[src/rtl/div_pkg.sv]
// Shared types and constants for the restoring divider.
// Holds the sequencer state encoding and the default operand width.
package div_pkg;

  localparam int unsigned DIV_N = 8;

  typedef enum logic [1:0] {
    IDLE = 2'd0,
    CALC = 2'd1,
    DONE = 2'd2
  } div_state_t;

endpackage

[src/rtl/subtractor.sv]
// Combinational trial subtract for one restoring-division step.
// Produces the low N bits of P - M and a borrow flag (P < M).
module subtractor #(
  parameter int unsigned N = 8
) (
  input  logic [N:0]   P,
  input  logic [N-1:0] M,
  output logic [N-1:0] Diff,
  output logic         borrow
);

  // With no borrow the result is < M, so bit N of the difference is always zero.
  assign Diff   = P[N-1:0] - M;
  assign borrow = (P < {1'b0, M});

endmodule

[src/rtl/divider.sv]
// Sequential restoring unsigned divider: 2N-bit dividend / N-bit divisor, one quotient bit per
// clock. AQ holds {remainder, quotient} when ready is high.
module divider
  import div_pkg::*;
#(
  parameter int unsigned N = DIV_N
) (
  input  logic           clock,
  input  logic           reset,
  input  logic           start,
  input  logic [2*N-1:0] Din,
  input  logic [N-1:0]   Min,
  output logic           ready,
  output logic           err,
  output logic [2*N-1:0] AQ
);

  localparam int unsigned CW = $clog2(N) + 1;

  div_state_t       state_q, state_d;
  logic [2*N-1:0]   aq_q, aq_d;
  logic [N-1:0]     m_q, m_d;
  logic [CW-1:0]    count_q, count_d;
  logic             err_q, err_d;

  logic [N:0]       p;
  logic [N-1:0]     diff;
  logic             borrow;
  logic             overflow;

  assign p        = {aq_q[2*N-1:N], aq_q[N-1]};
  // Quotient would not fit in N bits; also catches a zero divisor.
  assign overflow = (Din[2*N-1:N] >= Min);

  subtractor #(
    .N(N)
  ) u_subtractor (
    .P     (p),
    .M     (m_q),
    .Diff  (diff),
    .borrow(borrow)
  );

  always_comb begin
    state_d = state_q;
    aq_d    = aq_q;
    m_d     = m_q;
    count_d = count_q;
    err_d   = err_q;
    unique case (state_q)
      IDLE, DONE: begin
        if (start) begin
          m_d     = Min;
          count_d = '0;
          aq_d    = Din;
          if (overflow) begin
            err_d   = 1'b1;
            state_d = DONE;
          end else begin
            err_d   = 1'b0;
            state_d = CALC;
          end
        end
      end
      CALC: begin
        if (borrow) begin
          aq_d = {aq_q[2*N-2:0], 1'b0};
        end else begin
          aq_d = {diff, aq_q[N-2:0], 1'b1};
        end
        count_d = count_q + CW'(1);
        if (count_q == CW'(N - 1)) begin
          state_d = DONE;
        end
      end
      default: state_d = IDLE;
    endcase
  end

  always_ff @(posedge clock) begin
    if (reset) begin
      state_q <= IDLE;
      aq_q    <= '0;
      m_q     <= '0;
      count_q <= '0;
      err_q   <= 1'b0;
    end else begin
      state_q <= state_d;
      aq_q    <= aq_d;
      m_q     <= m_d;
      count_q <= count_d;
      err_q   <= err_d;
    end
  end

  assign ready = (state_q != CALC);
  assign err   = err_q;
  assign AQ    = aq_q;

endmodule

[config.mk]
export PLATFORM = sky130hd
export DESIGN_NAME = divider
export DESIGN_NICKNAME = d
export VERILOG_FILES = /design/src/rtl/div_pkg.sv /design/src/rtl/subtractor.sv /design/src/rtl/divider.sv
export SDC_FILE = /design/constraint.sdc
export NUM_CORES = 1
export LEC_CHECK = 0
export CAP_MARGIN = 10
export CORE_MARGIN = 2
export CORE_UTILIZATION = 53
export DETAILED_ROUTE_END_ITERATION = 10
export HOLD_SLACK_MARGIN = 0.02
export PLACE_DENSITY_LB_ADDON = 0.2
export SLEW_MARGIN = 20
export SYNTH_ARGS = -nofsm -noshare
export SYNTH_HDL_FRONTEND = slang
export SYNTH_SLANG_ARGS = --single-unit
export TNS_END_PERCENT = 5
[constraint.sdc]
create_clock -name clock -period 4.08 [get_ports clock]
set_input_delay 0.408 -clock clock [delete_from_list [all_inputs] [get_ports clock]]
set_output_delay 0.408 -clock clock [all_outputs]
set_load 0.01 [all_outputs]
Yosys cells after proc, flatten, opt, wreduce, memory -nomap -nowiden
Index checks and enable logic that the tools add are counted.

word-level totals
  latch bits = 0
  bits in writable memories = 0
  input port bits = 27
  word-level logic and storage cells = 31
  output and inout bits = 18
  memory bits (read-only) = 0
  flip-flop bits (word level) = 31
  memories kept = 0

cells by class
  magnitude comparators = 2
  equality and inequality tests = 6
  shift operators = 0
  $add $sub $neg = 2
  divide/modulo/power cells = 0
  reduce and logical (&&, ||, !) cells = 6
  bitwise gates (word level) = 0
  mux-type cells = 10
  $mul = 0

operators with widths
  operator                                                number
  two-way mux 16 bit                                      2
  one-hot mux 16 bit (2 select lines)                     1
  < comparator 9 x 8 -> 1 bit                             1
  >= comparator 8 bit                                     1
  one-hot mux 4 bit (2 select lines)                      1
  subtractor 8 bit                                        1
  two-way mux 2 bit                                       3
  AND reduction 2 bit                                     3
  adder 4 x 1 -> 4 bit (second input constant)            1
  equality test 4 x 3 -> 1 bit (second input constant)    1
  two-way mux 4 bit                                       1
  inequality test 2 bit (second input constant)           2
  one-hot mux 2 bit (2 select lines)                      1
  equality test 2 x 1 -> 1 bit (second input constant)    1
  equality test 2 bit (second input constant)             1
  logical NOT 2 bit                                       1
  inequality test 2 x 1 -> 1 bit (second input constant)  1
  nonzero test 2 bit                                      1
  OR reduction 2 bit                                      1
  two-way mux 1 bit                                       1

Longest topological paths before layout
  depth in word-level cells = 4
  gate-level depth with buffers = 9

By module
From an unflattened synthesis, not the netlist that was laid out.

unflattened totals
  cells, all modules = 240
  area total of the unflattened synthesis = 1,914.3 µm²

by module, submodules not included
  module      times used  area each (µm²)  cells an instance  sequential area each (µm²)
  divider     1           1,541.5          190                620.6
  subtractor  1           372.9            50                 0.0

Worst setup path after synthesis
OpenSTA, ideal clock, no wires.

  kind = register to register
  from = register aq_q[7], in the netlist AQ[7]
  to = register aq_q[14], in the netlist AQ[14]
  cell stages (with the launch flop) = 10
  buffers on the path = 0
  slack = 2.186 ns
  arrival time = 1.770 ns
  cell sequence = dfxtp_1 inv_1 ha_1 inv_1 fa_1 a211oi_1 o21bai_1 a21oi_1 xor2_1 a21oi_1

on the way
  cells in the longest elaborated chain, start to end = 3

ends and longest elaborated chain
  element                                                          RTL line                            source
  from (decl)                                                      divider.sv:21                       logic [2*N-1:0] aq_q, aq_d;
  from (signal assigned)                                           divider.sv:89                       aq_q <= aq_d;
  subtractor 8 bit or < comparator 9 x 8 -> 1 bit (tied branches)  subtractor.sv:13, subtractor.sv:14
  two-way mux 16 bit *                                             divider.sv:66                       if (borrow) begin
  one-hot mux 16 bit (2 select lines) *                            divider.sv:50                       unique case (state_q)

Mark *: on every way between the ends. The rest lies on a longest branch, timed or not.
A chain may end at the register's enable or synchronous reset.

Worst setup path after layout
  from = register state_q[0]
  to = output port ready

on the way
  cells in the longest elaborated chain, start to end = 1

ends and longest elaborated chain
  element                         RTL line       source
  from (decl)                     divider.sv:20  div_state_t state_q, state_d;
  from (signal assigned)          divider.sv:88  state_q <= state_d;
  inequality test 2 x 1 -> 1 bit  divider.sv:96  assign ready = (state_q != CALC);
  to (decl)                       divider.sv:13  output logic ready,

No other way between the ends.

==> metrics.txt <==
status=complete, no violations; Final Wtd Congestion=0.811; Syn Nets=approximately 290; Worst EP required=roughly 3700 ps; Synth Warn #=0; Vias/cell=between 5 and 6; startpoint types=flop; Slew Viols, Final=0; post-detail-place hpwl=between 3000 and 4000 um; sequential area share after synthesis=32.6%; fin nets=~330; min-delay src=m_q[6]; Placed Cells=~320; Layout Skew=6.99 ps; # diodes=0; Total GRT Usage=around a quarter; Core Region=roughly 3400 um2; Area contributors post-synth=dfxtp_1 (33%), ha_1 (11%), nand2_1 (8.5%); Crit Reg-Reg Startpoint=AQ[7]; EDFF count, synth=0; combinational group share of total power=39.7%; postcts setup bufs=0; Worst Tran Pin Value=around 710 ps; first-pass GRT wire length=7620 um; Sw Share=between 30% and 40%; Worst Slack Setup Final=approximately 1700 ps; placed cell area=~2400 um2; Main synth FF type=dfxtp_1; drt wl/cell=around 13 um; drt drc=0; P per Cell Area=about 420 nW/um2; maximum VDD drop=256 uV; Final Power=~1.0 mW; Critical path buffers and inverters=2; Finished Layout Cells=330; CP max stage cell=clkdlybuf4s50_1; Worst Hold Class=reg -> reg; std cell rows=21; DRT Wirelength=4400 um; hold_buf cts=0; Pint=between 600 and 700 uW; CTS tree=yes; fmax=between 400 and 500 MHz; Port-buffer cells=44; WS Path Type=reg -> out; DR iter-0 viols=between 70 and 80; chip height=~64 um; TritonCTS buffer count=5; global route overflow=0; worst stage delay on the critical path=630 ps; Place WS=1590 ps; ANT nets after route=0; Fin. Hold Viols=0; Final setup viols=0; drt pass-1 iters=4; top-count cell post-synth=nand2_1; leakage power=0.965 nW; Tmin final=roughly 2400 ps; CP top delay family=buffers and inverters; IO Count=45; Cells after Synth=243; Switch Pwr=roughly 370 uW; power share of the sequential group=35.3%; crit path max fanout=18; unrepaired setup endpoints after global routing=false; CP endpoint kind=output port; Worst Setup SP=state_q[0]; Initial Util=a little under three fifths; crit path cell chain=nor2b_1 -> clkinv_1 -> clkdlybuf4s50_1; clock power share=between 20% and 30%; Clk Latency, worst-skew pair=roughly 350 ps; setup tns final=0 ps; area growth from synthesis to layout=28.3%; CTS max path bufs=2; H-tree level count=2; relative slew slack=52.4%; area fraction of the dominant cell type after synthesis=32.6%; fin area=between 2000 and 2500 um2; top cells by count, synth=nand2_1 (43), dfxtp_1 (31), a21oi_1 (28); vias in the first global route=about 1.7k; Worst-path clk slew=about 100 ps; top cell type by total area after synthesis=dfxtp_1; PostCTS Resize Cnt=0; Vias=roughly 1.8k; Synth Register Bits=31; Die W=63.9 um; Async SR Flop Fraction=0%; Avg Synthesized Cell Area=~8 um2; Synth cell types=43; die area=4090 um2; Final period util=approximately 59%; clock sinks=31; Post-Syn Area=1900 um2; Worst EP arrival=~2000 ps; layout cells sized above 1=between 5 and 6%; initial antenna violation count=0; largest net degree at the start of global routing=36; Root Buffer=clkbuf_4; Max-Cap Viols=0
==> final timing paths <==
check / end / slack, ps / cells past startpoint
max: ready / 1670 / 3
min: m_q[6] / 460 / 2
max reg2reg: AQ[14] / 1950 / 9
min reg2reg: m_q[6] / 460 / 2
==> flip-flops by register name, indices dropped and copies added, names as in the netlist <==
name	count
AQ	16
count_q	4
err	1
m_q	8
state_q	2
==> tightest hold or removal path, stage by stage (launching register included) <==
cell and delay, ps:
dfxtp_1 320, nand2_1 50, a21oi_1 50
==> layout make-up <==
type	instances	area (um2)
clock inverter	2	35.0
inverter	20	75.1
timing repair buffer	47	463
fill	269	946
sequential	31	621
multi-input combinational	178	1140
clock buffer	6	51.3
tap	46	57.6
==> power groups by stage <==
stage | clock network, mW | registers (mW) | logic (mW)
after floorplan | 0 | 0.375 | 0.282
after global placement | 0 | 0.371 | 0.403
after detailed placement | 0 | 0.371 | 0.408
after CTS | 0.261 | 0.365 | 0.412
after global routing | 0.274 | 0.370 | 0.459
final | 0.258 | 0.365 | 0.410
==> per-stage QoR <==
| step | util, % | hold slack (ps) |
|---|---|---|
| floorplan | - | 436 |
| global placement | 69.5 | 445 |
| detailed placement | 69.5 | 446 |
| CTS | 72.1 | 460 |
| global route | 72.1 | 488 |
| finish | 72.1 | 457 |
==> kinds of logic after synthesis <==
family                   Yosys count  synth area share (%)
flip-flops                        31                  32.6
AO/OA/AOI/OAI                     77                  26.9
AND/OR/NAND/NOR                   78                  18.4
buffers and inverters             34                  7.49
XOR/XNOR                           4                  1.84
multiplexers                       1                 0.526
adder cells (fa/ha/maj)           18                  12.2
==> metal layers <==
metal / part of all wire, % / track usage, %
met1: 46 / 29.2
met5: 0 / 0
met2: 48 / 40.4
met3: 3.2 / 3.70
met4: 2.2 / 11.7
==> cells in the final DEF, fill, tap and decap left out, types with 2 or more instances in the layout <==
| cell type | n |
|---|---|
| a211oi_1 | 3 |
| a21oi_1 | 28 |
| a22oi_1 | 9 |
| a31o_2 | 3 |
| a31oi_1 | 8 |
| buf_4 | 3 |
| clkbuf_4 | 5 |
| clkdlybuf4s50_1 | 44 |
| dfxtp_1 | 31 |
| ha_1 | 17 |
| inv_1 | 19 |
| nand2_1 | 43 |
| nand2b_1 | 4 |
| nand3_1 | 2 |
| nand3b_1 | 2 |
| nand4_1 | 3 |
| nor2_1 | 16 |
| nor2b_1 | 2 |
| nor3_1 | 2 |
| o211ai_1 | 2 |
| o21a_1 | 3 |
| o21ai_0 | 7 |
| o21bai_1 | 2 |
| o31ai_1 | 3 |
| xnor2_1 | 3 |
Note: power is estimated with default switching activity, not from simulation.
